## src/rtl/sipo_rx.sv

```systemverilog
`default_nettype none
// ============================================================================
// Module      : sipo_rx
// Description : Serial-in parallel-out receiver. Packs qualified serial bits
//               into WIDTH-bit words and hands them off with valid/ack.
// Revision    : 1.0 - initial release
// ============================================================================
module sipo_rx #(
    parameter int WIDTH = 16
) (
    input  logic                     clk,
    input  logic                     reset,
    input  logic                     serial_in,
    input  logic                     bit_valid,
    input  logic                     msb_first,
    input  logic                     resync,
    output logic [WIDTH-1:0]         data_out,
    output logic                     data_valid,
    input  logic                     data_ack,
    output logic [$clog2(WIDTH)-1:0] bit_count,
    output logic                     overrun,
    input  logic                     overrun_clr
);

    localparam int c_cnt_w = $clog2(WIDTH);
    localparam logic [c_cnt_w-1:0] c_last = c_cnt_w'(WIDTH - 1);

    localparam logic [0:0] c_st_empty = 1'b0;
    localparam logic [0:0] c_st_full  = 1'b1;

    logic [0:0]         r_state;
    logic [0:0]         w_state_nxt;
    logic [WIDTH-1:0]   r_shreg;
    logic [WIDTH-1:0]   r_data;
    logic [c_cnt_w-1:0] r_bit_count;
    logic               r_mode;
    logic               r_overrun;

    logic [c_cnt_w-1:0] w_cnt;
    logic               w_mode;
    logic [WIDTH-1:0]   w_shreg_nxt;
    logic               w_complete;
    logic               w_load;
    logic               w_drop;

    // A resync folds into the same cycle's bit, so that bit starts a new word.
    always_comb begin
        w_cnt       = resync ? '0 : r_bit_count;
        w_mode      = (w_cnt == '0) ? msb_first : r_mode;
        w_shreg_nxt = w_mode ? {r_shreg[WIDTH-2:0], serial_in}
                             : {serial_in, r_shreg[WIDTH-1:1]};
        w_complete  = bit_valid && (w_cnt == c_last);
        w_load      = w_complete && ((r_state == c_st_empty) || data_ack);
        w_drop      = w_complete && (r_state == c_st_full) && !data_ack;
    end

    always_comb begin
        w_state_nxt = r_state;
        case (r_state)
            c_st_empty: if (w_complete) w_state_nxt = c_st_full;
            c_st_full:  if (!w_complete && data_ack) w_state_nxt = c_st_empty;
            default:    w_state_nxt = c_st_empty;
        endcase
    end

    always_ff @(posedge clk) begin
        if (reset) begin
            r_state <= c_st_empty;
        end else begin
            r_state <= w_state_nxt;
        end
    end

    always_ff @(posedge clk) begin
        if (reset) begin
            r_shreg     <= '0;
            r_bit_count <= '0;
            r_mode      <= 1'b1;
            r_data      <= '0;
            r_overrun   <= 1'b0;
        end else begin
            if (bit_valid) begin
                r_shreg     <= w_shreg_nxt;
                r_mode      <= w_mode;
                r_bit_count <= w_complete ? '0 : w_cnt + 1'b1;
            end else if (resync) begin
                r_bit_count <= '0;
            end
            if (w_load) begin
                r_data <= w_shreg_nxt;
            end
            // Setting a fresh overrun outranks a same-cycle clear.
            if (w_drop) begin
                r_overrun <= 1'b1;
            end else if (overrun_clr) begin
                r_overrun <= 1'b0;
            end
        end
    end

    assign data_out   = r_data;
    assign data_valid = (r_state == c_st_full);
    assign bit_count  = r_bit_count;
    assign overrun    = r_overrun;

endmodule
`default_nettype wire
```

## config.mk

```make
export PLATFORM = sky130hd
export DESIGN_NAME = sipo_rx
export DESIGN_NICKNAME = d
export VERILOG_FILES = /design/src/rtl/sipo_rx.sv
export SDC_FILE = /design/constraint.sdc
export NUM_CORES = 1
export LEC_CHECK = 0
export ABC_AREA = 1
export ABC_CLOCK_PERIOD_IN_PS = 1500
export BUFFER_PORTS_ARGS = -buffer_cell sky130_fd_sc_hd__buf_2
export CORE_ASPECT_RATIO = 1.1
export CORE_MARGIN = 4
export CORE_UTILIZATION = 45
export DETAILED_ROUTE_END_ITERATION = 7
export GPL_ROUTABILITY_DRIVEN = 0
export PLACE_DENSITY = 0.7
export REMOVE_ABC_BUFFERS = 1
export SLEW_MARGIN = 20
export SYNTH_ARGS = -nofsm -noshare
export SYNTH_HDL_FRONTEND = slang
export SYNTH_SLANG_ARGS = --single-unit
```

## constraint.sdc

```tcl
create_clock -name clk -period 1.5 [get_ports clk]
set_input_delay 0.075 -clock clk [delete_from_list [all_inputs] [get_ports clk]]
set_output_delay 0.075 -clock clk [all_outputs]
set_load 0.02 [all_outputs]
```

Word level (Yosys, flattened, before mapping):

Cells that the tools add are included.

* flip-flop bits (word level): 39
* input port bits: 8
* word-level logic and storage cells: 29

* $add $sub $neg: 1
* equality and inequality tests: 1
* multiplexer cells: 10
* bitwise operators: 1
* reductions and logical operators: 10

Operators with widths (number)
* $mux W16: 1
* $mux W4: 3
* $logic_and A1 B1 Y1: 5
* $mux W1: 5
* $add A4 B1 Y4 const B: 1
* $eq A4 B4 Y1 const B: 1
* $logic_not A4 Y1: 1
* $logic_not A1 Y1: 2
* $pmux W1 S2: 1
* $reduce_bool A2 Y1: 1
* $logic_or A1 B1 Y1: 1
* $not A1 Y1: 1

Depth between registers and ports, before layout:

Gate-level depths: netlist of run 1.

* depth after elaboration: 7
* mapped depth: 12

Worst setup path before layout of run 1:

OpenSTA, ideal clock, no wires.

* path type: register to register
* start: register r_bit_count[1] (netlist: bit_count[1])
* end: register r_data[15] (netlist: data_out[15])
* data arrival time: 1.569 ns
* path slack: -0.178 ns
* stages on the path, launching flop included: 12
* path buffers: 1
* path through: dfxtp_1 -> inv_1 -> nor2_1 -> ha_1 -> nand2_1 -> nor2_4 -> nand3_4 -> inv_2 -> buf_6 -> nand3_1 -> nand2_1 -> inv_1

* longest elaborated chain between the ends: 4
* elaborated cells on any way between the ends: 7
* classes of those cells: eq/ne: 1; mux: 3; reduce/logical: 3

Ends and longest elaborated chain
* from (decl): RTL line 35 `logic [c_cnt_w-1:0] r_bit_count;`
* from (signal assigned): RTL line 85 `r_bit_count <= w_complete ? '0 : w_cnt + 1'b1;`
* $mux W4 (*)
* $logic_not A4 Y1 or $eq A4 B4 Y1 (tied branches): RTL line 49, 52
* $mux W1 or $logic_and A1 B1 Y1 (tied branches): RTL line 49, 52
* $mux W16 or $logic_and A1 B1 Y1 (tied branches): RTL line 50, 53
* to (signal assigned): RTL line 90 `r_data <= w_shreg_nxt;`
* to (decl): RTL line 34 `logic [WIDTH-1:0] r_data;`

Mark *: on every way between the ends. The rest lies on a longest branch, timed or not.
A chain may end at the register's enable or synchronous reset.

Worst setup path in the final report of run 1:

* start: register r_bit_count[1] (netlist: bit_count[1])
* end: register r_shreg[14]

* longest elaborated chain between the ends: 4

Ends and longest elaborated chain
* $mux W4
* $logic_not A4 Y1: RTL line 49 `w_mode = (w_cnt == '0) ? msb_first : r_mode;`
* $mux W1: RTL line 49
* $mux W16: RTL line 50 `w_shreg_nxt = w_mode ? {r_shreg[WIDTH-2:0], serial_in}`
* to (signal assigned): RTL line 83 `r_shreg <= w_shreg_nxt;`
* to (decl): RTL line 33 `logic [WIDTH-1:0] r_shreg;`

Every way passes these cells.

==> impl_metrics.ini, run 1 <==
[outcome]
outcome = finished with violations
failed_checks = setup timing

[worst_setup_path]
cp_slowest_cell = dfxtp_2
slowest_delay_ns = 0.34
critical_path_class = register to register
cp_common_cell = inv_2
cp_max_fo = 8
cp.arrival_ns = 1.73
worstPathRequired_ns = 1.70
r2r.worst_path.cells = 11
crit_chain = inv_2 -> nor2_4 -> inv_2 -> ha_4 -> nand3_4 -> buf_12 -> nand2_8 -> nand2_4 -> nand3_1 -> nand2_1 -> inv_1
cp-start-kind = register
cp-end-kind = register

[floorplanning]
initial_core_util_pct = 46.1
dieArea_um2 = 5520
ios = 30
coreArea_um2 = 4290
fp.dieW_um = 71.2
rows = 25
die_h_um = 77.5

[cts]
cts_hold_buf = 0
insertion_delay_ns = 0.30
path_clk_slew_ns = 0.08
cts_tree = built
clock_sinks = 39
clockBufferDepth = 2
cts_htree_levels = 2
cts_buffers = 5
cts-root-buf = clkbuf_8

[place]
place_hpwl_um = 2740
post-place-cells = 373
dpl_cell_area_um2 = 2230
io_buffers = 29

[routing]
via_per_inst = 4.85
wl_um = 4770
drtAntennaViolNets = 0
drc = 0
drtIter0Drc = 104
first_pass_iters = 4
vias = 1873
wire_per_inst_um = 12.4

[logic_synthesis]
syn_avg_cell_area_um2 = 6.84
syn-cell-area_um2 = 1980
synth.top_cell.area_share_pct = 39.5
yosysSeqAreaShare_pct = 39.5
synth_cell_types = 24
yosys_warnings = 0
netlist_instances = 289
synth_top_area_cell = dfxtp_1
synth_seq_cells = 39
synthTopCellsByArea = dfxtp_1 (39%), nand3_1 (12%), inv_1 (10%)

[min_path]
hp-class = primary input to register
holdPathStages = 4

[sta]
fin_crit_sh_pct = 102
hold_viol_final = 0
fin_tns_setup_ns = -0.0805
fmax_mhz = 652
timing.final.crit_period_ns = 1.53
tightest_slew_ns = 0.408
setup_viol = 5
rsz0062_at_grt = true
slew_viol_final = 0
setup_slack_ns = -0.0341
skew_ns = 0.0135
maxSlewHeadroom_pct = 72.8

[finish]
stdcell_area_um2 = 2680
final_nets = 342
drive_gt1_share_pct = 35.2
antenna_cells = 0
area_growth_pct = 35.4
stdcell_count = 386

[flow_run]
drv_cap = 0

[global_routing]
grt_pass1_wl_um = 7200
grt.total_usage_pct = 15.9
grt_max_degree = 36
overflow = 0
first_global_vias = 1700
antenna_found_initial = 0

[power]
power.leakage_nw = 1.34
p_total_mw = 2.33
peakVddDrop_uv = 537
power_density_nw_per_um2 = 869
## flip-flops by register name, indices dropped and copies added, names as in the netlist
signal / flops
bit_count: 4
data_out: 16
data_valid: 1
overrun: 1
r_mode: 1
r_shreg: 16
## worst paths after layout
path,endpoint,start,slack [ns]
max,r_shreg[14],bit_count[1],-0.03
min,overrun,overrun_clr,0.02
max reg2reg,r_shreg[14],bit_count[1],-0.03
min reg2reg,overrun,overrun,0.47
## metrics by stage
step / worst slack, ns / utilization (%) / hold slack (ns)
global placement: -0.0112 / 52.1 / 0.328
finish: -0.0341 / 62.5 / 0.0163
detailed placement: -0.0434 / 52.1 / 0.332
CTS: 0.00346 / 55.3 / 0.0119
floorplan: -0.208 / - / 0.144
global route: -0.132 / 62.5 / 0.0460
## cell type report
type	instances	area [um2]
timing repair buffer	46	335
inverter	57	216
clock inverter	1	30.0
fill	331	1610
clock buffer	6	72.6
multi-input combinational	183	1170
sequential	39	783
tap	54	67.6
## placed cells by master, fill, tap and decap left out
cell / synthesis / layout
nor2_1: 37 / 36
nand2_2: 10 / 10
buf_2: 5 / 29
inv_4: 0 / 1
nor2_4: 1 / 2
o21ai_2: 1 / 1
nand4_1: 1 / 1
buf_12: 1 / 3
buf_6: 1 / 2
bufinv_16: 0 / 1
nor3_1: 1 / 1
nand3_4: 2 / 5
nand2_4: 2 / 9
buf_4: 2 / 11
nand2_8: 1 / 3
clkbuf_1: 2 / 1
inv_2: 2 / 5
a21oi_1: 21 / 17
clkbuf_16: 0 / 1
ha_4: 0 / 2
o21ai_0: 4 / 4
inv_1: 55 / 51
nand2_1: 48 / 42
dfxtp_1: 39 / 37
nand3_1: 47 / 25
a21oi_2: 0 / 4
clkbuf_8: 0 / 5
nand3_2: 2 / 21
dfxtp_2: 0 / 2
## cell usage after synthesis
| cell | instances |
|---|---|
| clkbuf_1 | 2 |
| nand2_8 | 1 |
| nand3_2 | 2 |
| nor3_1 | 1 |
| nand4_1 | 1 |
| buf_4 | 2 |
| nand2_1 | 48 |
| dfxtp_1 | 39 |
| inv_2 | 2 |
| nor2_4 | 1 |
| o21ai_0 | 4 |
| buf_2 | 5 |
| buf_6 | 1 |
| nor2_1 | 37 |
| buf_1 | 2 |
| o21ai_2 | 1 |
| ha_1 | 2 |
| nand2_4 | 2 |
| a21oi_1 | 21 |
| inv_1 | 55 |
| nand2_2 | 10 |
| nand3_1 | 47 |
| nand3_4 | 2 |
| buf_12 | 1 |
## critical path, delay by kind of cell, from the launching register on
family / cells / cell delay, ns
buffers and inverters: 4 / 0.28
AND/OR/NAND/NOR: 6 / 0.62
adder cells (fa/ha/maj): 1 / 0.18
flip-flops: 1 / 0.34
## where the power goes
| part | leakage (nW) | internal (mW) | switching (mW) |
|---|---|---|---|
| Combinational | 0.967 | 0.135 | 0.220 |
| Sequential | 0.319 | 1.07 | 0.0415 |
| Clock | 0.0513 | 0.488 | 0.370 |
| Total | 1.34 | 1.69 | 0.632 |
## timing repair
item | in CTS | in global routing
hold endpoints to repair | 0 | 0
buffers inserted | 0 | 2
endpoints found under the setup margin | 32 | 34
pin swaps | 2 | 27
gates cloned | 1 | 3
resized for setup | 4 | 54
## layer usage
| layer | vias up | global-route usage [%] | share of wire, % |
|---|---|---|---|
| li1 | 975 | - | - |
| met1 | 849 | 18.9 | 43 |
| met2 | 43 | 26.6 | 51 |
| met3 | 6 | 3.89 | 4.9 |
| met4 | 0 | 7.33 | 1.4 |
| met5 | - | 0 | 0 |
## logic make-up (layout without fill, tap and decap cells)
group                    after synthesis  after routing  synth area share, %
flip-flops                            39             39                 39.5
AND/OR/NAND/NOR                      152            155                 37.3
AO/OA/AOI/OAI                         26             26                 6.77
adder cells (fa/ha/maj)                2              2                 1.27
buffers and inverters                 70            110                 15.2
Note: power is estimated with default switching activity, not from simulation.
==> run 2: changes to the inputs <==
--- a/config.mk
+++ b/config.mk
@@ -6,14 +6,14 @@
 export NUM_CORES = 1
 export LEC_CHECK = 0
 export ABC_AREA = 1
-export ABC_CLOCK_PERIOD_IN_PS = 1500
+export ABC_CLOCK_PERIOD_IN_PS = 1800
 export BUFFER_PORTS_ARGS = -buffer_cell sky130_fd_sc_hd__buf_2
 export CORE_ASPECT_RATIO = 1.1
 export CORE_MARGIN = 4
 export CORE_UTILIZATION = 45
 export DETAILED_ROUTE_END_ITERATION = 7
 export GPL_ROUTABILITY_DRIVEN = 0
-export PLACE_DENSITY = 0.7
+export PLACE_DENSITY = 0.67
 export REMOVE_ABC_BUFFERS = 1
 export SLEW_MARGIN = 20
 export SYNTH_ARGS = -nofsm -noshare
==> constraint.sdc (replaced) <==
create_clock -name clk -period 1.8 [get_ports clk]
set_input_delay 0.09 -clock clk [delete_from_list [all_inputs] [get_ports clk]]
set_output_delay 0.09 -clock clk [all_outputs]
set_load 0.02 [all_outputs]
==> impl_metrics.ini, run 2 (same netlist as run 1, synthesis figures left out) <==
[cts]
cts-root-buf = clkbuf_8
cts_buffers = 5
path_clk_slew_ns = 0.07
clockBufferDepth = 2
cts_htree_levels = 2
clock_sinks = 39
cts_tree = built
insertion_delay_ns = 0.29

[finish]
final_nets = 330
fillCellCount = 438
final_cell_mix = inv_1 (55), nand2_1 (48), nand3_1 (47)
utilization_pct = 52.8
area_growth_pct = 14.4
drive_gt1_share_pct = 19.9
layout_commonest_cell = inv_1
antenna_cells = 0
stdcell_count = 375

[worst_setup_path]
cp.arrival_ns = 1.85
worstPathRequired_ns = 2.04
cp-start-kind = register
cp_max_fo = 18
cp-end-kind = register
critical_path_class = register to register

[floorplanning]
rows = 25
initial_core_util_pct = 46.1
dieArea_um2 = 5520
ios = 30
coreArea_um2 = 4290
fp.dieW_um = 71.2
die_h_um = 77.5

[sta]
slew_viol_final = 0
tightest_slew_ns = 0.405
maxSlewHeadroom_pct = 73.0
setup_slack_ns = 0.189
fin_tns_setup_ns = 0
timing.hold.ws_ns = 0.0467
setup_viol = 0
timing.final.crit_period_ns = 1.61
skew_ns = 0.00486
fmax_mhz = 621
fin_crit_sh_pct = 89.5
hold_viol_final = 0

[routing]
wl_um = 3920
drtAntennaViolNets = 0
vias = 1742
first_pass_iters = 4
drc = 0
via_per_inst = 4.65
wire_per_inst_um = 10.5
drtIter0Drc = 101

[flow_run]
drv_cap = 0

[power]
switching_share_pct = 27.1
p_switching_mw = 0.462
pwr-share-clk_pct = 33.4
peakVddDrop_uv = 449
power_frac_comb_pct = 13.0
power_density_nw_per_um2 = 755
seq_power_share_pct = 53.6
power.leakage_nw = 1.19
internal_power_mw = 1.25

[place]
post-place-cells = 364
io_buffers = 29
pre_cts_ws_ns = 0.181
place_hpwl_um = 2680

[min_path]
hp-class = primary input to register

[global_routing]
grt_max_degree = 22
grt_pass1_wl_um = 6770
first_global_vias = 1539
antenna_found_initial = 0
grt.total_usage_pct = 14.9
overflow = 0

[outcome]
outcome = finished clean
[run 2: worst paths after layout]
check                              endpoint  slack [ns]    startpoint  cells past startpoint
worst max-delay path            data_out[3]        0.19  bit_count[1]                     11
worst min-delay path                overrun        0.05   overrun_clr                      4
worst min register to register      overrun        0.46       overrun                      2
worst max register to register  data_out[3]        0.19  bit_count[1]                     11
[run 2: routing by layer]
layer	vias to the layer above	global-route usage [%]	part of all wire (%)
li1	948	-	-
met1	760	18.5	49
met2	27	24.9	46
met3	7	2.72	3.6
met4	0	6.39	2.0
met5	-	0	0
[run 2: cell type report]
cell class	count	area, um2	area share [%]
Multi-Input combinational cell	181	907	40.1
Timing Repair Buffer	36	210	9.29
Sequential cell	39	781	34.5
Clock buffer	7	76.3	3.37
Inverter	57	215	9.51
Tap cell	54	67.6	2.99
Clock inverter	1	5.00	0.221
[run 2: worst max-delay path, cell delays in order, from the launching register on]
cell     delay, ns
dfxtp_1       0.32
inv_1         0.05
nor2_1        0.15
inv_1         0.07
ha_1          0.24
nand3_2       0.11
nand2_4       0.16
nand2_4       0.20
nand2_2       0.07
nand3_1       0.08
nand2_1       0.06
inv_1         0.04
[run 2: stage by stage]
step / total power [mW] / cell area [um2]
after floorplan: 1.07 / 1890
after global placement: 1.15 / 2150
after detailed placement: 1.15 / 2150
after CTS: 1.72 / 2230
after global routing: 1.80 / 2260
final: 1.71 / 2260
[run 2: what timing repair did]
action / in CTS / in global routing
buffers inserted: 0 / 2
setup endpoints to repair: 0 / 6
resized for setup: 0 / 1
hold buffers: 0 / 0
[run 2: power groups by stage]
stage | Clock, mW | Combinational [mW] | Sequential [mW]
final | 0.570 | 0.223 | 0.916
after detailed placement | 0 | 0.214 | 0.936
after floorplan | 0 | 0.139 | 0.935
after global routing | 0.628 | 0.254 | 0.919
after CTS | 0.590 | 0.215 | 0.915
after global placement | 0 | 0.211 | 0.935
==> run 3: changes to the inputs <==
--- a/config.mk
+++ b/config.mk
@@ -5,7 +5,6 @@
 export SDC_FILE = /design/constraint.sdc
 export NUM_CORES = 1
 export LEC_CHECK = 0
-export ABC_AREA = 1
 export ABC_CLOCK_PERIOD_IN_PS = 1800
 export BUFFER_PORTS_ARGS = -buffer_cell sky130_fd_sc_hd__buf_2
 export CORE_ASPECT_RATIO = 1.1
@@ -13,7 +12,7 @@
 export CORE_UTILIZATION = 45
 export DETAILED_ROUTE_END_ITERATION = 7
 export GPL_ROUTABILITY_DRIVEN = 0
-export PLACE_DENSITY = 0.67
+export PLACE_DENSITY = 0.69
 export REMOVE_ABC_BUFFERS = 1
 export SLEW_MARGIN = 20
 export SYNTH_ARGS = -nofsm -noshare
==> impl_metrics.ini, run 3 <==
[cts]
cts-root-buf = clkbuf_4
insertion_delay_ns = 0.34
cts_htree_levels = 2
clock_sinks = 39
path_clk_slew_ns = 0.11
cts_buffers = 5
cts_tree = built
clockBufferDepth = 2

[power]
power_density_nw_per_um2 = 744
power.leakage_nw = 0.812
peakVddDrop_uv = 457

[logic_synthesis]
synth.top_cell.area_share_pct = 48.6
yosys_warnings = 0
synthArstFlopShare_pct = 0
synth_top_cells_by_count = dfxtp_1 (39), nor2_1 (37), a211oi_1 (32), mux2i_1 (16), clkbuf_1 (10)
syn_avg_cell_area_um2 = 9.51
synthTopCellsByArea = dfxtp_1 (49%), a211oi_1 (15%), mux2i_1 (10%)
syn-cell-area_um2 = 1610
synth_flop_cell = dfxtp_1
synth_most_common_cell = dfxtp_1
synth_edf_count = 0
yosysSeqAreaShare_pct = 48.6
synth_top_area_cell = dfxtp_1
netlist_instances = 169
synth_cell_types = 28
synth_seq_cells = 39

[worst_setup_path]
crit_chain = nor2b_4 -> inv_2 -> ha_4 -> or3b_4 -> a32oi_4 -> buf_8 -> mux2i_1 -> a211oi_1
worstSetupStartpoint = bit_count[1]
slowest_delay_ns = 0.38
critPathBufInv = 2
cp-start-kind = register
worstPathRequired_ns = 2.00
crit_family = simple AND/OR/NAND/NOR gates
cp-end-kind = register
rr_startpoint = bit_count[1]
cp.arrival_ns = 2.27
critical_path_class = register to register
cp_max_fo = 7
cp_slowest_cell = or3b_4

[outcome]
outcome = finished with violations
failed_checks = setup timing

[global_routing]
overflow = 0
first_global_vias = 1311
antenna_found_initial = 0
grt_pass1_wl_um = 5960
grt_max_degree = 40
grt.total_usage_pct = 16.5

[place]
io_buffers = 29
dpl_cell_area_um2 = 1860
place_hpwl_um = 2260

[sta]
fin_crit_sh_pct = 115
setup_viol = 33
skew_ns = 0.00294
maxSlewHeadroom_pct = 49.9
tightest_slew_ns = 0.752
rsz0062_at_grt = true
fmax_mhz = 482
setup_slack_ns = -0.273
slew_viol_final = 0
hold_viol_final = 0
timing.final.crit_period_ns = 2.07
fin_tns_setup_ns = -7.56

[floorplanning]
rows = 22
initial_core_util_pct = 47.5
coreArea_um2 = 3390
dieArea_um2 = 4590
fp.dieW_um = 65.0
ios = 30
die_h_um = 70.7

[finish]
drive_gt1_share_pct = 39.2
final_nets = 221
area_growth_pct = 35.8
stdcell_area_um2 = 2180
antenna_cells = 0
final_cell_mix = nor2_1 (37), dfxtp_1 (37), a211oi_1 (29), buf_2 (29), buf_4 (14)

[min_path]
worstHoldStart = overrun_clr
hp-class = primary input to register

[routing]
drtIter0Drc = 63
wire_per_inst_um = 14.4
drc = 0
wl_um = 3750
first_pass_iters = 4
drtAntennaViolNets = 0
vias = 1346
via_per_inst = 5.18

[flow_run]
drv_cap = 0
run 3: cell count changes in the layout (fill, tap and decap cells not counted), sizes merged, moves of 16 or more:
cell,change
a211oi,+32
nand3,-51
nand2,-59
a21oi,-18
inv,-52
mux2i,+16
run 3: final timing paths:
| path | end | slack [ns] | cells past startpoint |
|---|---|---|---|
| max | r_shreg[14] | -0.27 | 8 |
| min reg2reg | data_out[11] | 0.50 | 2 |
| max reg2reg | r_shreg[14] | -0.27 | 8 |
| min | overrun | 0.04 | 3 |
run 3: layout make-up:
cell class / count / area [um2]
Clock buffer: 7 / 45.0
Clock inverter: 1 / 5.00
Fill cell: 287 / 1200
Inverter: 4 / 15.0
Multi-Input combinational cell: 113 / 952
Sequential cell: 39 / 783
Tap cell: 48 / 60.1
Timing Repair Buffer: 48 / 322
run 3: what timing repair did:
item / 4_1_cts / 5_1_grt
endpoints found under the hold margin: 1 / 0
gates cloned: 1 / 0
hold buffers: 1 / 0
pin swaps: 9 / 5
resized for setup: 24 / 23
buffers inserted: 2 / 3
setup endpoints to repair: 33 / 33
run 3: per-stage QoR:
| stage | hold slack [ns] | power [mW] | cells | setup slack, ns | utilization (%) |
|---|---|---|---|---|---|
| finish | 0.0369 | 1.62 | 260 | -0.273 | 64.4 |
| CTS | 0.0259 | 1.57 | 257 | -0.163 | 59.8 |
| detailed placement | 0.315 | 1.10 | 245 | -0.172 | 54.8 |
| global route | 0.0250 | 1.69 | 260 | -0.366 | 64.4 |
| global placement | 0.308 | 1.09 | 245 | -0.134 | 54.8 |
| floorplan | 0.159 | 1.03 | 156 | -1.18 | - |
run 3: cells by family (layout without fill, tap and decap cells):
logic type               Yosys count  in the layout  synth area share, %
adder cells (fa/ha/maj)            2              2                 1.56
multiplexers                      16             16                 9.97
buffers and inverters             17             60                 5.45
flip-flops                        39             39                 48.6
AO/OA/AOI/OAI                     42             42                 19.0
AND/OR/NAND/NOR                   51             51                 14.3
XOR/XNOR                           2              2                 1.09
run 3: metal layers:
metal	vias up	GRT usage [%]	wire, um
met1	633	20.1	1700
met2	26	26.7	1860
met5	-	0	0
met3	4	5.71	172
met4	0	5.87	19
li1	683	-	-
run 3: tightest hold or removal path, cell delays in order:
cell	delay, ns
buf_2	0.08
o22ai_1	0.06
nor2b_1	0.12
run 3: where the power goes:
group	total (mW)	leakage, nW	switching [mW]	internal, mW
Clock	0.434	0.0293	0.281	0.152
Sequential	0.930	0.319	0.0373	0.892
Combinational	0.260	0.464	0.124	0.136
